**src/rtl/serial_stream_gen_if.sv**
```systemverilog
// serial_stream_gen_if
//   Handshake and serial-output bundle for serial_stream_gen.
//   data_in    : parallel word, sampled only on an accept edge
//   data_valid : upstream has a word on data_in
//   data_ready : generator can take a word this cycle
//   w          : serial bit stream to the detector
//   w_valid    : w carries a data bit
//   busy       : generator is shifting a word
//   frame_done : last bit of a word is on w
//   master = upstream / observer side, slave = the generator itself.
interface serial_stream_gen_if #(
    parameter int WIDTH = 8
);
    logic [WIDTH-1:0] data_in;
    logic             data_valid;
    logic             data_ready;
    logic             w;
    logic             w_valid;
    logic             busy;
    logic             frame_done;

    modport master (
        output data_in, data_valid,
        input  data_ready, w, w_valid, busy, frame_done
    );

    modport slave (
        input  data_in, data_valid,
        output data_ready, w, w_valid, busy, frame_done
    );
endinterface

```
**src/rtl/serial_stream_gen.sv**
```systemverilog
// serial_stream_gen
//   Takes parallel words over a valid/ready handshake and shifts them out
//   one bit per clk on w. A new word may be accepted in the cycle the last
//   bit of the current word is on w, so back-to-back frames form a gapless
//   bitstream for the downstream sequence detector.
// Ports:
//   clk   : system clock, rising edge
//   rst_n : asynchronous active-low reset
//   bus   : serial_stream_gen_if.slave (data_in/data_valid/data_ready,
//           w/w_valid/busy/frame_done; all outputs except data_ready are
//           registered)
module serial_stream_gen #(
    parameter int WIDTH      = 8,
    parameter bit MSB_FIRST  = 1'b1,
    parameter bit IDLE_LEVEL = 1'b0
) (
    input  logic                 clk,
    input  logic                 rst_n,
    serial_stream_gen_if.slave   bus
);
    localparam int CNT_W = $clog2(WIDTH);
    localparam logic [CNT_W-1:0] LAST_IDX = CNT_W'(WIDTH - 1);
    localparam logic [CNT_W-1:0] PREV_IDX = CNT_W'(WIDTH - 2);

    typedef enum logic {IDLE, SHIFT} state_t;

    state_t             state, state_nxt;
    logic [CNT_W-1:0]   bit_cnt, bit_cnt_nxt;
    // Holds the bits not yet placed on w, aligned so the next one sits at
    // the shift-out end.
    logic [WIDTH-1:0]   sreg, sreg_nxt;
    logic               w_r, w_nxt;
    logic               w_valid_r, w_valid_nxt;
    logic               busy_r, busy_nxt;
    logic               frame_done_r, frame_done_nxt;

    logic last_bit;
    logic ready;
    logic accept;

    assign last_bit = (state == SHIFT) && (bit_cnt == LAST_IDX);
    assign ready    = (state == IDLE) || last_bit;
    assign accept   = bus.data_valid && ready;

    assign bus.data_ready = ready;
    assign bus.w          = w_r;
    assign bus.w_valid    = w_valid_r;
    assign bus.busy       = busy_r;
    assign bus.frame_done = frame_done_r;

    // State register (plus the datapath registers it steers)
    always_ff @(posedge clk or negedge rst_n) begin
        if (!rst_n) begin
            state        <= IDLE;
            bit_cnt      <= '0;
            sreg         <= '0;
            w_r          <= IDLE_LEVEL;
            w_valid_r    <= 1'b0;
            busy_r       <= 1'b0;
            frame_done_r <= 1'b0;
        end else begin
            state        <= state_nxt;
            bit_cnt      <= bit_cnt_nxt;
            sreg         <= sreg_nxt;
            w_r          <= w_nxt;
            w_valid_r    <= w_valid_nxt;
            busy_r       <= busy_nxt;
            frame_done_r <= frame_done_nxt;
        end
    end

    // Next-state logic
    always_comb begin
        state_nxt = state;
        case (state)
            IDLE:    if (accept) state_nxt = SHIFT;
            SHIFT:   if (last_bit && !accept) state_nxt = IDLE;
            default: state_nxt = IDLE;
        endcase
    end

    // Output / datapath next values
    always_comb begin
        bit_cnt_nxt    = bit_cnt;
        sreg_nxt       = sreg;
        w_nxt          = IDLE_LEVEL;
        w_valid_nxt    = 1'b0;
        frame_done_nxt = 1'b0;
        busy_nxt       = (state_nxt == SHIFT);

        if (accept) begin
            // First bit goes straight to w; the rest wait in sreg.
            bit_cnt_nxt = '0;
            w_valid_nxt = 1'b1;
            if (MSB_FIRST) begin
                w_nxt    = bus.data_in[WIDTH-1];
                sreg_nxt = {bus.data_in[WIDTH-2:0], 1'b0};
            end else begin
                w_nxt    = bus.data_in[0];
                sreg_nxt = {1'b0, bus.data_in[WIDTH-1:1]};
            end
        end else if (state == SHIFT) begin
            if (last_bit) begin
                bit_cnt_nxt = '0;
                sreg_nxt    = '0;
            end else begin
                bit_cnt_nxt    = bit_cnt + CNT_W'(1);
                w_valid_nxt    = 1'b1;
                // Pulse on the edge that moves bit WIDTH-1 onto w.
                frame_done_nxt = (bit_cnt == PREV_IDX);
                if (MSB_FIRST) begin
                    w_nxt    = sreg[WIDTH-1];
                    sreg_nxt = {sreg[WIDTH-2:0], 1'b0};
                end else begin
                    w_nxt    = sreg[0];
                    sreg_nxt = {1'b0, sreg[WIDTH-1:1]};
                end
            end
        end
    end
endmodule
```
**src/flat_wrapper.sv**
```systemverilog
// flat-port wrapper written by rule: the top's interface ports become plain ports
module serial_stream_gen_flat 
#(
    parameter int WIDTH      = 8,
    parameter bit MSB_FIRST  = 1'b1,
    parameter bit IDLE_LEVEL = 1'b0
)
  (clk, rst_n, bus_data_in, bus_data_valid, bus_data_ready, bus_w, bus_w_valid, bus_busy, bus_frame_done);
  serial_stream_gen_if #(.WIDTH(WIDTH)) bus_i ();
  input  logic clk;
  input  logic rst_n;
  input wire logic [$bits(bus_i.data_in)-1:0] bus_data_in;
  input wire logic [$bits(bus_i.data_valid)-1:0] bus_data_valid;
  output wire logic [$bits(bus_i.data_ready)-1:0] bus_data_ready;
  output wire logic [$bits(bus_i.w)-1:0] bus_w;
  output wire logic [$bits(bus_i.w_valid)-1:0] bus_w_valid;
  output wire logic [$bits(bus_i.busy)-1:0] bus_busy;
  output wire logic [$bits(bus_i.frame_done)-1:0] bus_frame_done;
  assign bus_i.data_in = bus_data_in;
  assign bus_i.data_valid = bus_data_valid;
  assign bus_data_ready = bus_i.data_ready;
  assign bus_w = bus_i.w;
  assign bus_w_valid = bus_i.w_valid;
  assign bus_busy = bus_i.busy;
  assign bus_frame_done = bus_i.frame_done;
  serial_stream_gen #(.WIDTH(WIDTH), .MSB_FIRST(MSB_FIRST), .IDLE_LEVEL(IDLE_LEVEL)) u_core (.clk(clk), .rst_n(rst_n), .bus(bus_i));
endmodule
```
**config.mk**
```make
export PLATFORM = sky130hd
export DESIGN_NAME = serial_stream_gen_flat
export DESIGN_NICKNAME = d
export VERILOG_FILES = /design/src/rtl/serial_stream_gen_if.sv /design/src/rtl/serial_stream_gen.sv /design/src/flat_wrapper.sv
export SDC_FILE = /design/constraint.sdc
export NUM_CORES = 1
export LEC_CHECK = 0
export ABC_CLOCK_PERIOD_IN_PS = 1760
export CAP_MARGIN = 30
export CORE_UTILIZATION = 31
export CTS_BUF_LIST = sky130_fd_sc_hd__clkbuf_4 sky130_fd_sc_hd__clkbuf_8 sky130_fd_sc_hd__clkbuf_16
export CTS_CLUSTER_DIAMETER = 40
export CTS_CLUSTER_SIZE = 10
export DETAILED_ROUTE_END_ITERATION = 8
export GPL_TIMING_DRIVEN = 0
export PLACE_DENSITY = 0.59
export SLEW_MARGIN = 10
export SYNTH_ARGS = -nofsm -noshare
export SYNTH_HDL_FRONTEND = slang
export SYNTH_SLANG_ARGS = --single-unit
```
**constraint.sdc**
```tcl
create_clock -name clk -period 1.76 [get_ports clk]
set_clock_uncertainty 0.05 [all_clocks]
set_input_delay 0.264 -clock clk [delete_from_list [all_inputs] [get_ports clk]]
set_output_delay 0.264 -clock clk [all_outputs]
set_load 0.1 [all_outputs]
```
Word-level counts from Yosys, hierarchy flattened
Cells that the tools add are included.
- output and inout port bits: 5
- latch bits: 0
- input bits: 11
- logic and storage cells: 34
- memory bits (read-only): 0
- RAM bits: 0
- register bits: 15
- memories: 0
- divide/modulo/power cells: 0
- equality and inequality tests: 2
- shift-type cells: 0
- multipliers: 0
- multiplexer cells: 18
- reduce and logical (&&, ||, !) cells: 6
- bitwise logic cells: 1
- $add $sub $neg: 1
- magnitude comparators: 0
- operators by type and width (cell ; number):
    $mux W8 ; 3
    $mux W1 ; 11
    $mux W3 ; 3
    $eq A3 B3 Y1 const B ; 2
    $add A3 B1 Y3 const B ; 1
    $logic_and A1 B1 Y1 ; 3
    $pmux W1 S2 ; 1
    $reduce_bool A2 Y1 ; 1
    $logic_not A1 Y1 ; 1
    $logic_or A1 B1 Y1 ; 1
    $not A1 Y1 ; 1

Longest topological paths before layout
- depth in word-level cells: 8
- depth in mapped cells: 5
- mapped depth without buffers: 5

Least setup slack after synthesis
Ideal clock, no wire load.
- path type: reg2reg
- from: register u_core.state
- to: register u_core.sreg[2]
- path buffers: 0
- data required time: 1.584 ns
- data arrival time: 1.832 ns
- setup time: 0.126 ns
- cell stages (with the launch flop): 4
- clock period less this slack: 2.008 ns
- setup slack: -0.248 ns
- cell sequence: dfrtp_1 and2b_2 inv_4 a311o_1
- longest elaborated chain between the ends: 4
- elaborated cells between the ends (all ways): 8
- those cells by class: mux: 3; bitwise: 1; reduce/logical: 4
- ends and longest elaborated chain (what ; line ; text):
    start: declaration ; serial_stream_gen.sv:27 ; state_t state, state_nxt;
    start signal: assignment ; serial_stream_gen.sv:62 ; state <= state_nxt;
    $logic_and A1 B1 Y1 / $not A1 Y1 (equally long branches) ; serial_stream_gen.sv:41, serial_stream_gen.sv:42 ;
    $logic_or A1 B1 Y1 (*) ; serial_stream_gen.sv:42 ; assign ready = (state == IDLE) || last_bit;
    via bus_data_ready ; flat_wrapper.sv:14 ; output wire logic [$bits(bus_i.data_ready)-1:0] bus_data_ready;
    $logic_and A1 B1 Y1 (*) ; serial_stream_gen.sv:43 ; assign accept = bus.data_valid && ready;
    $mux W8 / $reduce_bool A2 Y1 (equally long branches) ; - ;
    end signal: assignment ; serial_stream_gen.sv:64 ; sreg <= sreg_nxt;
    end: declaration ; serial_stream_gen.sv:31 ; logic [WIDTH-1:0] sreg, sreg_nxt;
Mark *: on every way through the listed nets, which the timed path passes. The rest lies on a longest branch. The select of a mux whose other input is x is not followed.
A chain may end at the register's enable or synchronous reset.

Worst setup path in the final report
- from: register u_core.bit_cnt[1]
- to: output port bus_data_ready
- longest elaborated chain between the ends: 3
- ends and longest elaborated chain (what ; line ; text):
    start: declaration ; serial_stream_gen.sv:28 ; logic [CNT_W-1:0] bit_cnt, bit_cnt_nxt;
    start signal: assignment ; serial_stream_gen.sv:63 ; bit_cnt <= bit_cnt_nxt;
    $eq A3 B3 Y1 ; serial_stream_gen.sv:41 ; assign last_bit = (state == SHIFT) && (bit_cnt == LAST_IDX);
    $logic_and A1 B1 Y1 ; serial_stream_gen.sv:41 ;
    $logic_or A1 B1 Y1 ; serial_stream_gen.sv:42 ;
    end: declaration ; flat_wrapper.sv:14 ;
No other way between the ends.

==> results by group <==
Synth
  • Mapped cell area: 666 sq um
  • Post-Syn Nets: 69
  • Mean Syn Cell Area: 12.1 sq um
  • Sequential fraction of the synthesis area: 52.6%
  • Register bit total from synthesis: 14
  • Unique masters post-synth: 19
  • Synth Warn #: 0
  • Syn Inst Count: 55

Timing
  • Final Hold Slack: 0.313 ns
  • Period minus WS final: 1.87 ns
  • Max_slew headroom: 57.3%
  • Final setup viols: 1
  • Slew Limit Fails: 0
  • Fin crit share: 106%
  • Slew at the pin closest to its max-slew limit: 0.638 ns
  • RSZ-0062 raised after global routing: yes
  • Setup ws final: -0.106 ns
  • F_max: 0.536 GHz
  • TNS Setup: -0.106 ns
  • Hold Fails Final Rpt: 0

Setup path
  • Critical path data arrival time: 1.55 ns
  • Setup crit start kind: register
  • CP endpoint: bus_data_ready
  • Most frequent CP cell: ha_4
  • CP Depth: 5
  • Worst path max stage delay: 0.43 ns
  • Crit Reg-Reg Endpoint: u_core.sreg[4]
  • RR Startpoint: u_core.bit_cnt[1]
  • R2r worst-path depth: 6
  • Crit Path Class: reg2out
  • Required @ worst endpoint: 1.45 ns
  • Critical path startpoint: u_core.bit_cnt[1]
  • CP max-delay cell: dfrtp_1
  • CP Max Fanout: 8
  • Crit path cell chain: ha_4, ha_4, and2b_4, inv_8, buf_12
  • Crit. End Element: output port
  • Worst path bufs/invs: 2
  • R2r setup slk: 0.02 ns
  • Worst path top cell family by delay: flip-flops

Floorplanning
  • Placement Rows: 16
  • Core area: 1980 sq um
  • Die area: 2340 sq um
  • Height of the chip: 48.3 microns
  • Num ports: 16
  • Die Width: 48.3 microns
  • Starting density of the core: 33.6%

Layout
  • Share of post-route cells with drive strength above 1: 30.0%
  • Antenna cells: 0
  • Final Cell Area: 957 sq um
  • Non-filler instance count after layout: 107
  • Area Overhead vs Synth: 43.8%
  • Final nets: 95
  • Fillers: 187

Routing
  • Vias post-DR: 540
  • Drt via density: 5.05
  • Starting DRT DRC Count: 4
  • DRT antenna net count: 0
  • Total Wirelength: 1380 microns
  • First-pass DRT Iterations: 3
  • Routed WL per cell: 12.9 microns
  • DRC: 0

Place
  • Routability cong.: 0.677
  • Post-DP HPWL: 884 microns
  • DP Cell Count: 96
  • PortBufs: 14
  • Placed Area: 843 sq um

Clock network
  • Num CTS Buffers: 3
  • Sink Count: 14
  • Skew-Pair Late Insertion Delay: 0.28 ns
  • Clock root cell: clkbuf_4
  • Worst-path clk slew: 0.09 ns
  • CTS tree: built
  • Clk buf depth: 2
  • CTS H-tree lvls: 1

Hold path
  • Worst Hold Class: in2async

Global routing
  • GRT Util Overall: 13.6%
  • Grt ovf: 0
  • Initial antenna violation count: 0
  • Global-route wire length before repair: 2390 microns
  • Largest net degree at the start of global routing: 15
  • Vias in the first global route: 518

Power
  • Leakage: 0.436 nW
  • Peak VDD IR: 0.646 mV
  • PwrDens: 1740 nW/um^2

Outcome
  • Status: finished with violations
  • Failing checks: setup timing

Run
  • Max cap viols: 0
cells in the mapped netlist:
| master | instances | area [sq um] |
|---|---|---|
| a22o_1 | 2 | 17.5 |
| a311o_1 | 6 | 60.1 |
| and2b_2 | 1 | 8.76 |
| and3_1 | 1 | 6.26 |
| and3b_1 | 6 | 52.6 |
| buf_2 | 2 | 10.0 |
| clkbuf_1 | 1 | 3.75 |
| dfrtp_1 | 14 | 350 |
| ha_1 | 3 | 37.5 |
| inv_1 | 2 | 7.51 |
| inv_4 | 1 | 6.26 |
| mux2_2 | 1 | 11.3 |
| nand2_1 | 2 | 7.51 |
| nand2b_1 | 2 | 12.5 |
| nand3b_1 | 1 | 7.51 |
| nor2_1 | 2 | 7.51 |
| nor3b_1 | 6 | 45.0 |
| o21ai_1 | 1 | 5.00 |
| o32ai_1 | 1 | 8.76 |
logic make-up (layout without fill, tap and decap cells):
family | Yosys count | after routing | share of synthesized area, %
and+or+nand+nor | 21 | 21 | 22.2
buffers and inverters | 6 | 31 | 4.14
muxes | 1 | 1 | 1.69
DFF | 14 | 14 | 52.6
AOI/OAI and AO/OA | 10 | 10 | 13.7
adders and majority gates | 3 | 3 | 5.64
worst min-delay path by stage:
stage	from	endpoint
floorplan	rst_n	u_core.bit_cnt[0]
global placement	u_core.sreg[7]	u_core.bus.w
detailed placement	u_core.sreg[7]	u_core.bus.w
CTS	rst_n	u_core.bus.w_valid
global route	rst_n	u_core.bus.w_valid
finish	rst_n	u_core.bus.w_valid
layer usage:
layer	up-vias	track usage, %	share of wire, %
met3	4	3.14	3.3
met5	-	0	0
li1	254	-	-
met2	8	19.7	50
met4	0	8.82	2.1
met1	274	18.2	44
layout by cell type, fill, tap and decap left out, types with 2 or more instances in the layout:
| cell | n |
|---|---|
| inv_1 | 2 |
| buf_2 | 2 |
| ha_4 | 2 |
| a22o_1 | 2 |
| nand2_1 | 2 |
| nand2b_1 | 2 |
| a311o_1 | 6 |
| nor3b_1 | 6 |
| and3b_1 | 6 |
| nor2_1 | 2 |
| clkbuf_4 | 4 |
| buf_4 | 7 |
| clkdlybuf4s15_2 | 2 |
| dfrtp_1 | 13 |
| clkdlybuf4s50_1 | 9 |
| clkbuf_2 | 2 |
timing repair:
item                                    CTS  global route
hold buffers                              0             0
gates resized for setup                  23             4
endpoints found under the setup margin   11             3
pin swaps                                 0             6
setup buffers                             1             6
metrics by stage:
step,util (%),worst slack (ns),total power [mW]
2_1_floorplan,-,0.00481,1.10
3_3_place_gp,42.6,-0.949,1.28
3_5_place_dp,42.6,-0.943,1.29
4_1_cts,45.9,-0.133,1.57
5_1_grt,48.3,-0.154,1.77
6_report,48.3,-0.106,1.66
flip-flops by register name, summed over array words and instances (netlist names):
register and count:
u_core.state 1, u_core.bit_cnt 3, u_core.bus.frame_done 1, u_core.bus.w_valid 1, u_core.bus.w 1, u_core.sreg 7
area by class of cell:
class,count,area [sq um],share of cell area (%)
Sequential cell,14,352,36.7
Inverter,3,18.8,1.96
Tap cell,27,33.8,3.53
Timing Repair Buffer,21,195,20.4
Buffer,3,13.8,1.44
Multi-Input combinational cell,35,314,32.8
Clock buffer,4,30.0,3.14
power by group:
group	internal [mW]	switching (mW)	total (mW)
logic	0.408	0.526	0.934
clock network	0.103	0.107	0.211
registers	0.440	0.0798	0.520
total	0.951	0.713	1.66
Power figures use the tool's default switching activity.
